==> src/rtl/omsp_hmac_nbit_pkg.sv <==
// Shared definitions for the word-wide HMAC wrapper: FSM encoding,
// core model constants and the byte-count clamp helper.
package omsp_hmac_nbit_pkg;

    typedef enum logic [3:0] {
        ST_RESET    = 4'd0,
        ST_INIT     = 4'd1,
        ST_IDLE     = 4'd2,
        ST_LOAD     = 4'd3,
        ST_FEED     = 4'd4,
        ST_WAIT_IN  = 4'd5,
        ST_REQ_OUT  = 4'd6,
        ST_WAIT_OUT = 4'd7,
        ST_CAPTURE  = 4'd8
    } state_t;

    // First byte returned by the core model on a squeeze; later bytes count up.
    localparam logic [7:0] SQUEEZE_BASE = 8'hA0;

    // Number of cycles the core model stays busy after accepting a strobe.
    localparam logic [1:0] CORE_BUSY_CYCLES = 2'd3;

    // A byte count of zero or one larger than the word means "whole word".
    function automatic int unsigned clampBytes(input int unsigned bytes, input int unsigned nb);
        if ((bytes == 0) || (bytes > nb)) begin
            return nb;
        end
        return bytes;
    endfunction

endpackage

==> src/rtl/omsp_hmac_nbit_hmac.sv <==
// Byte-serial HMAC core model: takes one byte per strobe, stays busy for a
// fixed number of cycles, and answers each squeeze with an incrementing byte.
module omsp_hmac
    import omsp_hmac_nbit_pkg::*;
#(
    parameter int KEY_SIZE = 128
) (
    input  logic              clk_i,
    input  logic              reset_i,
    input  logic              start_continue_i,
    input  logic              data_available_i,
    input  logic [0:KEY_SIZE-1] key_i,
    input  logic [7:0]        data_i,
    output logic [7:0]        data_o,
    output logic              busy_o
);

    logic [1:0] busyCnt_q, busyCnt_d;
    logic [7:0] squeezeCnt_q, squeezeCnt_d;
    logic [7:0] dataOut_q, dataOut_d;

    // The model does not hash; key and absorbed bytes are intentionally discarded.
    logic unusedInputs;
    assign unusedInputs = ^{key_i, data_i};

    // Accept a strobe only when idle; a squeeze also produces the next output byte.
    always_comb begin
        busyCnt_d    = busyCnt_q;
        squeezeCnt_d = squeezeCnt_q;
        dataOut_d    = dataOut_q;
        if (busyCnt_q != 2'd0) begin
            busyCnt_d = busyCnt_q - 2'd1;
        end else if (start_continue_i) begin
            busyCnt_d = CORE_BUSY_CYCLES;
            if (!data_available_i) begin
                dataOut_d    = SQUEEZE_BASE + squeezeCnt_q;
                squeezeCnt_d = squeezeCnt_q + 8'd1;
            end
        end
    end

    // Core state registers with synchronous reset.
    always_ff @(posedge clk_i) begin
        if (reset_i) begin
            busyCnt_q    <= 2'd0;
            squeezeCnt_q <= 8'd0;
            dataOut_q    <= 8'd0;
        end else begin
            busyCnt_q    <= busyCnt_d;
            squeezeCnt_q <= squeezeCnt_d;
            dataOut_q    <= dataOut_d;
        end
    end

    assign busy_o = (busyCnt_q != 2'd0);
    assign data_o = dataOut_q;

endmodule

==> src/rtl/omsp_hmac_nbit.sv <==
// Word-wide front end for the byte-serial HMAC core: absorbs up to NB bytes
// of a host word MSB first, or squeezes NB core bytes into one output word.
module omsp_hmac_nbit
    import omsp_hmac_nbit_pkg::*;
#(
    parameter int KEY_SIZE   = 128,
    parameter int DATA_WIDTH = 16,
    localparam int NB = DATA_WIDTH / 8,
    localparam int CW = $clog2(NB + 1)
) (
    input  logic                  clk,
    input  logic                  reset,
    input  logic                  start_continue,
    input  logic                  data_available,
    input  logic [CW-1:0]         data_bytes,
    input  logic [0:KEY_SIZE-1]   key,
    input  logic [DATA_WIDTH-1:0] data_in,
    output logic [DATA_WIDTH-1:0] data_out,
    output logic                  busy
);

    localparam int KW = (NB > 1) ? $clog2(NB) : 1;

    state_t                state_q, state_d;
    logic [DATA_WIDTH-1:0] shift_q, shift_d;
    logic [CW-1:0]         count_q, count_d;
    logic [KW-1:0]         k_q, k_d;
    logic [DATA_WIDTH-1:0] dataOut_q, dataOut_d;
    logic                  initSent_q, initSent_d;

    logic       coreStart;
    logic       coreAvail;
    logic [7:0] coreOut;
    logic       coreBusy;

    omsp_hmac #(
        .KEY_SIZE (KEY_SIZE)
    ) hmac (
        .clk_i            (clk),
        .reset_i          (reset),
        .start_continue_i (coreStart),
        .data_available_i (coreAvail),
        .key_i            (key),
        .data_i           (shift_q[DATA_WIDTH-1 -: 8]),
        .data_o           (coreOut),
        .busy_o           (coreBusy)
    );

    // Sequencer: next state, datapath updates and core strobes.
    always_comb begin
        state_d    = state_q;
        shift_d    = shift_q;
        count_d    = count_q;
        k_d        = k_q;
        dataOut_d  = dataOut_q;
        initSent_d = initSent_q;
        coreStart  = 1'b0;
        coreAvail  = 1'b0;
        case (state_q)
            ST_RESET: begin
                if (start_continue) begin
                    state_d = ST_INIT;
                end
            end
            ST_INIT: begin
                if (!initSent_q) begin
                    coreStart  = 1'b1;
                    coreAvail  = 1'b1;
                    initSent_d = 1'b1;
                end else if (!coreBusy) begin
                    state_d = ST_LOAD;
                end
            end
            ST_IDLE: begin
                if (start_continue) begin
                    k_d     = '0;
                    state_d = data_available ? ST_LOAD : ST_REQ_OUT;
                end
            end
            ST_LOAD: begin
                shift_d    = data_in;
                count_d    = initSent_q ? CW'(1) : CW'(clampBytes(32'(data_bytes), NB));
                initSent_d = 1'b0;
                state_d    = ST_FEED;
            end
            ST_FEED: begin
                coreStart = 1'b1;
                coreAvail = 1'b1;
                state_d   = ST_WAIT_IN;
            end
            ST_WAIT_IN: begin
                if (!coreBusy) begin
                    shift_d = shift_q << 8;
                    count_d = count_q - CW'(1);
                    state_d = (count_d != '0) ? ST_FEED : ST_IDLE;
                end
            end
            ST_REQ_OUT: begin
                coreStart = 1'b1;
                state_d   = ST_WAIT_OUT;
            end
            ST_WAIT_OUT: begin
                if (!coreBusy) begin
                    state_d = ST_CAPTURE;
                end
            end
            ST_CAPTURE: begin
                for (int i = 0; i < NB; i++) begin
                    if (k_q == KW'(NB - 1 - i)) begin
                        dataOut_d[i*8 +: 8] = coreOut;
                    end
                end
                if (k_q == KW'(NB - 1)) begin
                    state_d = ST_IDLE;
                end else begin
                    k_d     = k_q + KW'(1);
                    state_d = ST_REQ_OUT;
                end
            end
            default: begin
                state_d = ST_RESET;
            end
        endcase
        if (reset) begin
            state_d = ST_RESET;
        end
    end

    // State and datapath registers with synchronous reset.
    always_ff @(posedge clk) begin
        if (reset) begin
            state_q    <= ST_RESET;
            shift_q    <= '0;
            count_q    <= '0;
            k_q        <= '0;
            dataOut_q  <= '0;
            initSent_q <= 1'b0;
        end else begin
            state_q    <= state_d;
            shift_q    <= shift_d;
            count_q    <= count_d;
            k_q        <= k_d;
            dataOut_q  <= dataOut_d;
            initSent_q <= initSent_d;
        end
    end

    assign busy     = (state_d != ST_RESET) && (state_d != ST_IDLE);
    assign data_out = dataOut_q;

endmodule

==> config.mk <==
export PLATFORM = sky130hd
export DESIGN_NAME = omsp_hmac_nbit
export DESIGN_NICKNAME = d
export VERILOG_FILES = /design/src/rtl/omsp_hmac_nbit_pkg.sv /design/src/rtl/omsp_hmac_nbit_hmac.sv /design/src/rtl/omsp_hmac_nbit.sv
export SDC_FILE = /design/constraint.sdc
export NUM_CORES = 1
export LEC_CHECK = 0
export BUFFER_PORTS_ARGS = -buffer_cell sky130_fd_sc_hd__buf_2
export CORE_ASPECT_RATIO = 0.7
export CORE_MARGIN = 2
export CORE_UTILIZATION = 41
export DETAILED_ROUTE_END_ITERATION = 8
export PLACE_DENSITY = 0.9
export SETUP_SLACK_MARGIN = 0.05
export SKIP_CTS_REPAIR_TIMING = 1
export SYNTH_ARGS = -nofsm -noshare
export SYNTH_HDL_FRONTEND = slang
export SYNTH_SLANG_ARGS = --single-unit
==> constraint.sdc <==
create_clock -name clk -period 5.5 [get_ports clk]
set_input_delay 0.825 -clock clk [delete_from_list [all_inputs] [get_ports clk]]
set_output_delay 0.825 -clock clk [all_outputs]
set_load 0.01 [all_outputs]
# Word level (Yosys, flattened, before mapping)
# Index checks and enable logic that the tools add are counted.
# Widths: inputs -> output; s select.
# classes
eq_ne,11
bitwise_logic,3
n_mux,27
order_cmp,1
add_sub_neg,5
n_reduce_logical,17
# op_table
operator,n
$pmux 4 s9,1
$mux 4,7
$eq 4x3->1 const B,4
$mux 2,6
$reduce_bool 2->1,6
$mux 3,3
$add 8x1->8 const B,1
$add 8x8->8 const A,1
$eq 4x2->1 const B,2
$pmux 1 s2,4
$reduce_and 2->1,4
$mux 1,5
$eq 4x1->1 const B,1
$eq 4x4->1 const B,1
$logic_not 4->1,1
$ne 2x2->1 const B,2
$ne 4x2->1 const B,1
$pmux 2 s2,1
$reduce_bool 4->1,1
$sub 2x1->2 const B,2
$not 1->1,3
$reduce_and 3->1,1
$gt 2x2->1 const B,1
$logic_not 2->1,1
4 further kinds,4
# word_totals
wordCells,73
input_bits,150
register_bits,42
out_inout_bits,17

# Depth between registers and ports, before layout
# depth
ltp_word,8
depth_mapped,7
depth_no_buf,6

# Hierarchy
# A second synthesis with hierarchy kept.
# unflattened
cells_unflattened,271
hier_area_um2,2567.5
# modules_own_cells
module,area_each_um2,instances,cells_per_inst,seq_area_each_um2
omsp_hmac_nbit,1829.3,1,183,800.8
omsp_hmac,738.2,1,88,360.3

# Least setup slack after synthesis
# Ideal clock, no wire load.
# synth_path
path_kind,input -> output
from,input data_available
to,output busy
path_buffers,0
required_time_ps,4675
path_slack_ps,2998
cell_stages,4
t_arrival_ps,1677
cell_sequence,or2b_1 -> nor4_1 -> o41a_1 -> a311o_1
# synth_via
elab_chain_cells,6
word_cells_on_any_way,7
cone_classes,eq/ne (1); mux (4); reduce/logical (2)
# synth_rtl
element,line,rtl
start: declaration,omsp_hmac_nbit.sv:14,"input logic data_available,"
$mux 3 (*),omsp_hmac_nbit.sv:77,state_d = data_available ? ST_LOAD : ST_REQ_OUT;
$mux 4 (*),omsp_hmac_nbit.sv:75,if (start_continue) begin
$pmux 4 s9 (*),omsp_hmac_nbit.sv:59,case (state_q)
$mux 4 (*),omsp_hmac_nbit.sv:124,if (reset) begin
$ne 4x2->1 / $reduce_bool 4->1 (equally long branches),omsp_hmac_nbit.sv:148,assign busy = (state_d != ST_RESET) && (state_d != ST_IDLE);
$logic_and 1x1->1 (*),omsp_hmac_nbit.sv:148,
end: declaration,omsp_hmac_nbit.sv:19,output logic busy
# Every way passes the cells marked *; elsewhere a longest branch is shown, timed or not.

# Worst setup path after layout
# layout_path
from,register hmac.busyCnt_q[0]
to,output busy
# layout_via
elab_chain_cells,7
word_cells_on_any_way,10
cone_classes,eq/ne (1); mux (6); reduce/logical (3)
# layout_rtl
element,line,rtl
start: declaration,omsp_hmac_nbit_hmac.sv:18,"logic [1:0] busyCnt_q, busyCnt_d;"
start signal: assignment,omsp_hmac_nbit_hmac.sv:49,busyCnt_q <= busyCnt_d;
$reduce_bool 2->1 (*),omsp_hmac_nbit_hmac.sv:55,assign busy_o = (busyCnt_q != 2'd0);
$mux 4,omsp_hmac_nbit.sv:70,end else if (!coreBusy) begin
$mux 4,omsp_hmac_nbit.sv:66,if (!initSent_q) begin
$pmux 4 s9 (*),omsp_hmac_nbit.sv:59,
$mux 4 (*),omsp_hmac_nbit.sv:124,
$ne 4x2->1 / $reduce_bool 4->1 (equally long branches),omsp_hmac_nbit.sv:148,
$logic_and 1x1->1 (*),omsp_hmac_nbit.sv:148,
# Marks and branches as above.

==> out/results.txt <==
hpwl dp - 2579 um
Rel. slew slack - 0.5117
final setup fails - 0
Setup Skew - 0.004537 ns
gr ovfl total - 0
first-pass GRT wire length - 6251 um
Slowest-stage cell, CP - ha_1
met1 WL - 1839 um
cell area after synthesis - 1927 sq um
Starting DRT DRC Count - 104
Post-synth EDFFs - 0
crit-path max cell delay - 0.54 ns
Max Clock Freq - 308.1 MHz
share of cells above drive strength 1 - 0.1609
GP Congestion - 0.7579
CP top delay family - adder cells
final hold vios - 0
Arr. time, crit path - 2.42 ns
met3 wire length - 157 um
routed vias/inst - 5.281
ys flop type - dfxtp_1
Routed WL - 3734 um
WP data required - 4.68 ns
most common cell after layout, fill and taps aside - dfxtp_1
pin count of the biggest net entering global routing - 42
Worst-Margin Slew - 0.7325 ns
GRT Overall Usage - 0.1546
CTS Sinks - 42
core area - 4429 sq um
Fillers - 408
Synth Register Bits - 42
Pwr Density - 298.1 nW/um^2
final net count - 384
die footprint - 5273 sq um
height of the chip - 61.36 um
Final min period - 3.246 ns
fin. max-slew vios - 0
max_cap viols - 0
Crit Path Class - reg -> out
status - completed
Routed Antenna Nets - 0
crit path capture type - output port
IO Port Bufs - 22
Starting Density - 0.4350
RSZ-0062 raised after global routing - false
clock root buffer - clkbuf_8
H-tree lvl count - 2
Ys Warns - 0
CTS Buffer Depth - 2
multi-input logic area - 975.9 sq um
Yosys cell types - 45
Mapped Avg Cell Area - 9.046 sq um
Skew-Pair Late Insertion Delay - 0.30 ns
worst-path maximum fanout - 19
Worst Hold Class - reg -> reg
static leakage - 0.8490 nW
cell count after synthesis - 213
# rows - 20
Final period util - 0.5901
fin util - 0.4791
largest vdd supply drop - 0.09843 mV
Area Overhead vs Synth - 10.13%
Worst-path clk slew - 0.09 ns
Die X-Extent - 85.94 um
TNS Setup - 0 ns
WL met2 - 1653 um
drt first pass iters - 4
buffers plus inverters on the worst setup path - 2
vias in the first global route - 1392
Synth async-reset ratio - 0
initial antenna violation count - 0
diodes inserted - 0
CP Launch Type - register
crit-path cells - inv_1 > ha_1 > or4bb_1 > a31oi_1 > o41a_1 > a311o_1 > buf_2
DRC - 0
most frequent cells in the layout - 42 x dfxtp_1, 27 x nor2_1, 22 x buf_2
via count - 1505
syn_nets - 368
num ports - 167
sequential-to-total area share from yosys stat - 0.4364
flip-flop and latch area - 840.8 sq um
r2r setup slk - 3.47 ns
TritonCTS buffer count - 5
WL/cell - 13.10 um
CTS tree - done
DR top layer - met4
==> cell usage after synthesis (all sizes together), types with 2 or more instances <==
cell    instances  share of area
nand3b          3          0.012
or3             3         0.0097
xor2            5          0.023
dfxtp          42           0.44
mux2i          16          0.083
a211oi          6          0.026
buf             9          0.034
nand3           9          0.023
ha              5          0.032
nand2b          6          0.019
nor3            3         0.0078
clkbuf          5         0.0097
a21oi          16          0.044
nor4            2         0.0065
o21ai           6          0.016
nand2          16          0.031
nor2           27          0.053
inv             7          0.014
and2            3         0.0097
nand4           4          0.016
==> metal layers <==
layer | vias to the layer above | GRT usage
met1 | 688 | 0.1949
met2 | 23 | 0.2425
met3 | 9 | 0.06032
met5 | - | 0
met4 | 0 | 0.06122
li1 | 785 | -
==> flip-flops by register name (all words and copies together) (netlist names) <==
register	flops
count_q	2
hmac.data_o	8
data_out	16
k_q	1
hmac.squeezeCnt_q	8
hmac.busyCnt_q	2
state_q	4
initSent_q	1
==> tightest hold or removal path, delay by kind of cell, from the launching register on <==
| kind | cells | cell delay (ns) |
|---|---|---|
| AO/OA/AOI/OAI | 1 | 0.06 |
| AND/OR/NAND/NOR | 1 | 0.06 |
| flip-flops | 1 | 0.33 |
==> report_power, final <==
| part | switching (mW) | internal, mW | total, mW |
|---|---|---|---|
| clock network | 0.116 | 0.0907 | 0.207 |
| logic | 0.0608 | 0.0369 | 0.0977 |
| registers | 0.0141 | 0.314 | 0.328 |
==> area by class of cell <==
class                      count  area share
clock buffer                   5     0.03243
clock inverter                 3     0.01120
inverter                       7     0.01238
multi-input combinational    150      0.4599
sequential                    42      0.3962
tap                           55     0.03243
timing repair buffer          23     0.05542
==> stage by stage <==
| step | instance area (sq um) | std cells | setup WS, ns | hold slack (ns) | power [mW] |
|---|---|---|---|---|---|
| floorplan | 1927 | 213 | 2.998 | 0.4437 | 0.4172 |
| global placement | 2029 | 277 | 2.611 | 0.4583 | 0.4300 |
| detailed placement | 2029 | 277 | 2.592 | 0.4731 | 0.4322 |
| CTS | 2122 | 285 | 2.249 | 0.4852 | 0.6362 |
| global route | 2122 | 285 | 2.036 | 0.5037 | 0.6671 |
| finish | 2122 | 285 | 2.254 | 0.4897 | 0.6326 |
==> cells by family (layout without fill, tap and decap cells) <==
group	count (synthesis)	in the layout	share of synthesized area
AO/OA/AOI/OAI	37	37	0.1266
XOR/XNOR	6	6	0.02727
adder cells (fa/ha/maj)	5	5	0.03247
buffers and inverters	21	38	0.05715
flip-flops	42	42	0.4364
multiplexers	16	16	0.08312
AND/OR/NAND/NOR	86	86	0.2370
==> final timing paths <==
| check | start | to | depth (start not counted) |
|---|---|---|---|
| max | hmac.busyCnt_q[0] | busy | 7 |
| min | hmac.data_o[4] | hmac.data_o[4] | 2 |
| max reg2reg | state_q[2] | hmac.squeezeCnt_q[6] | 4 |
| min reg2reg | hmac.data_o[4] | hmac.data_o[4] | 2 |
No activity file was read; power rests on OpenSTA's default activity.
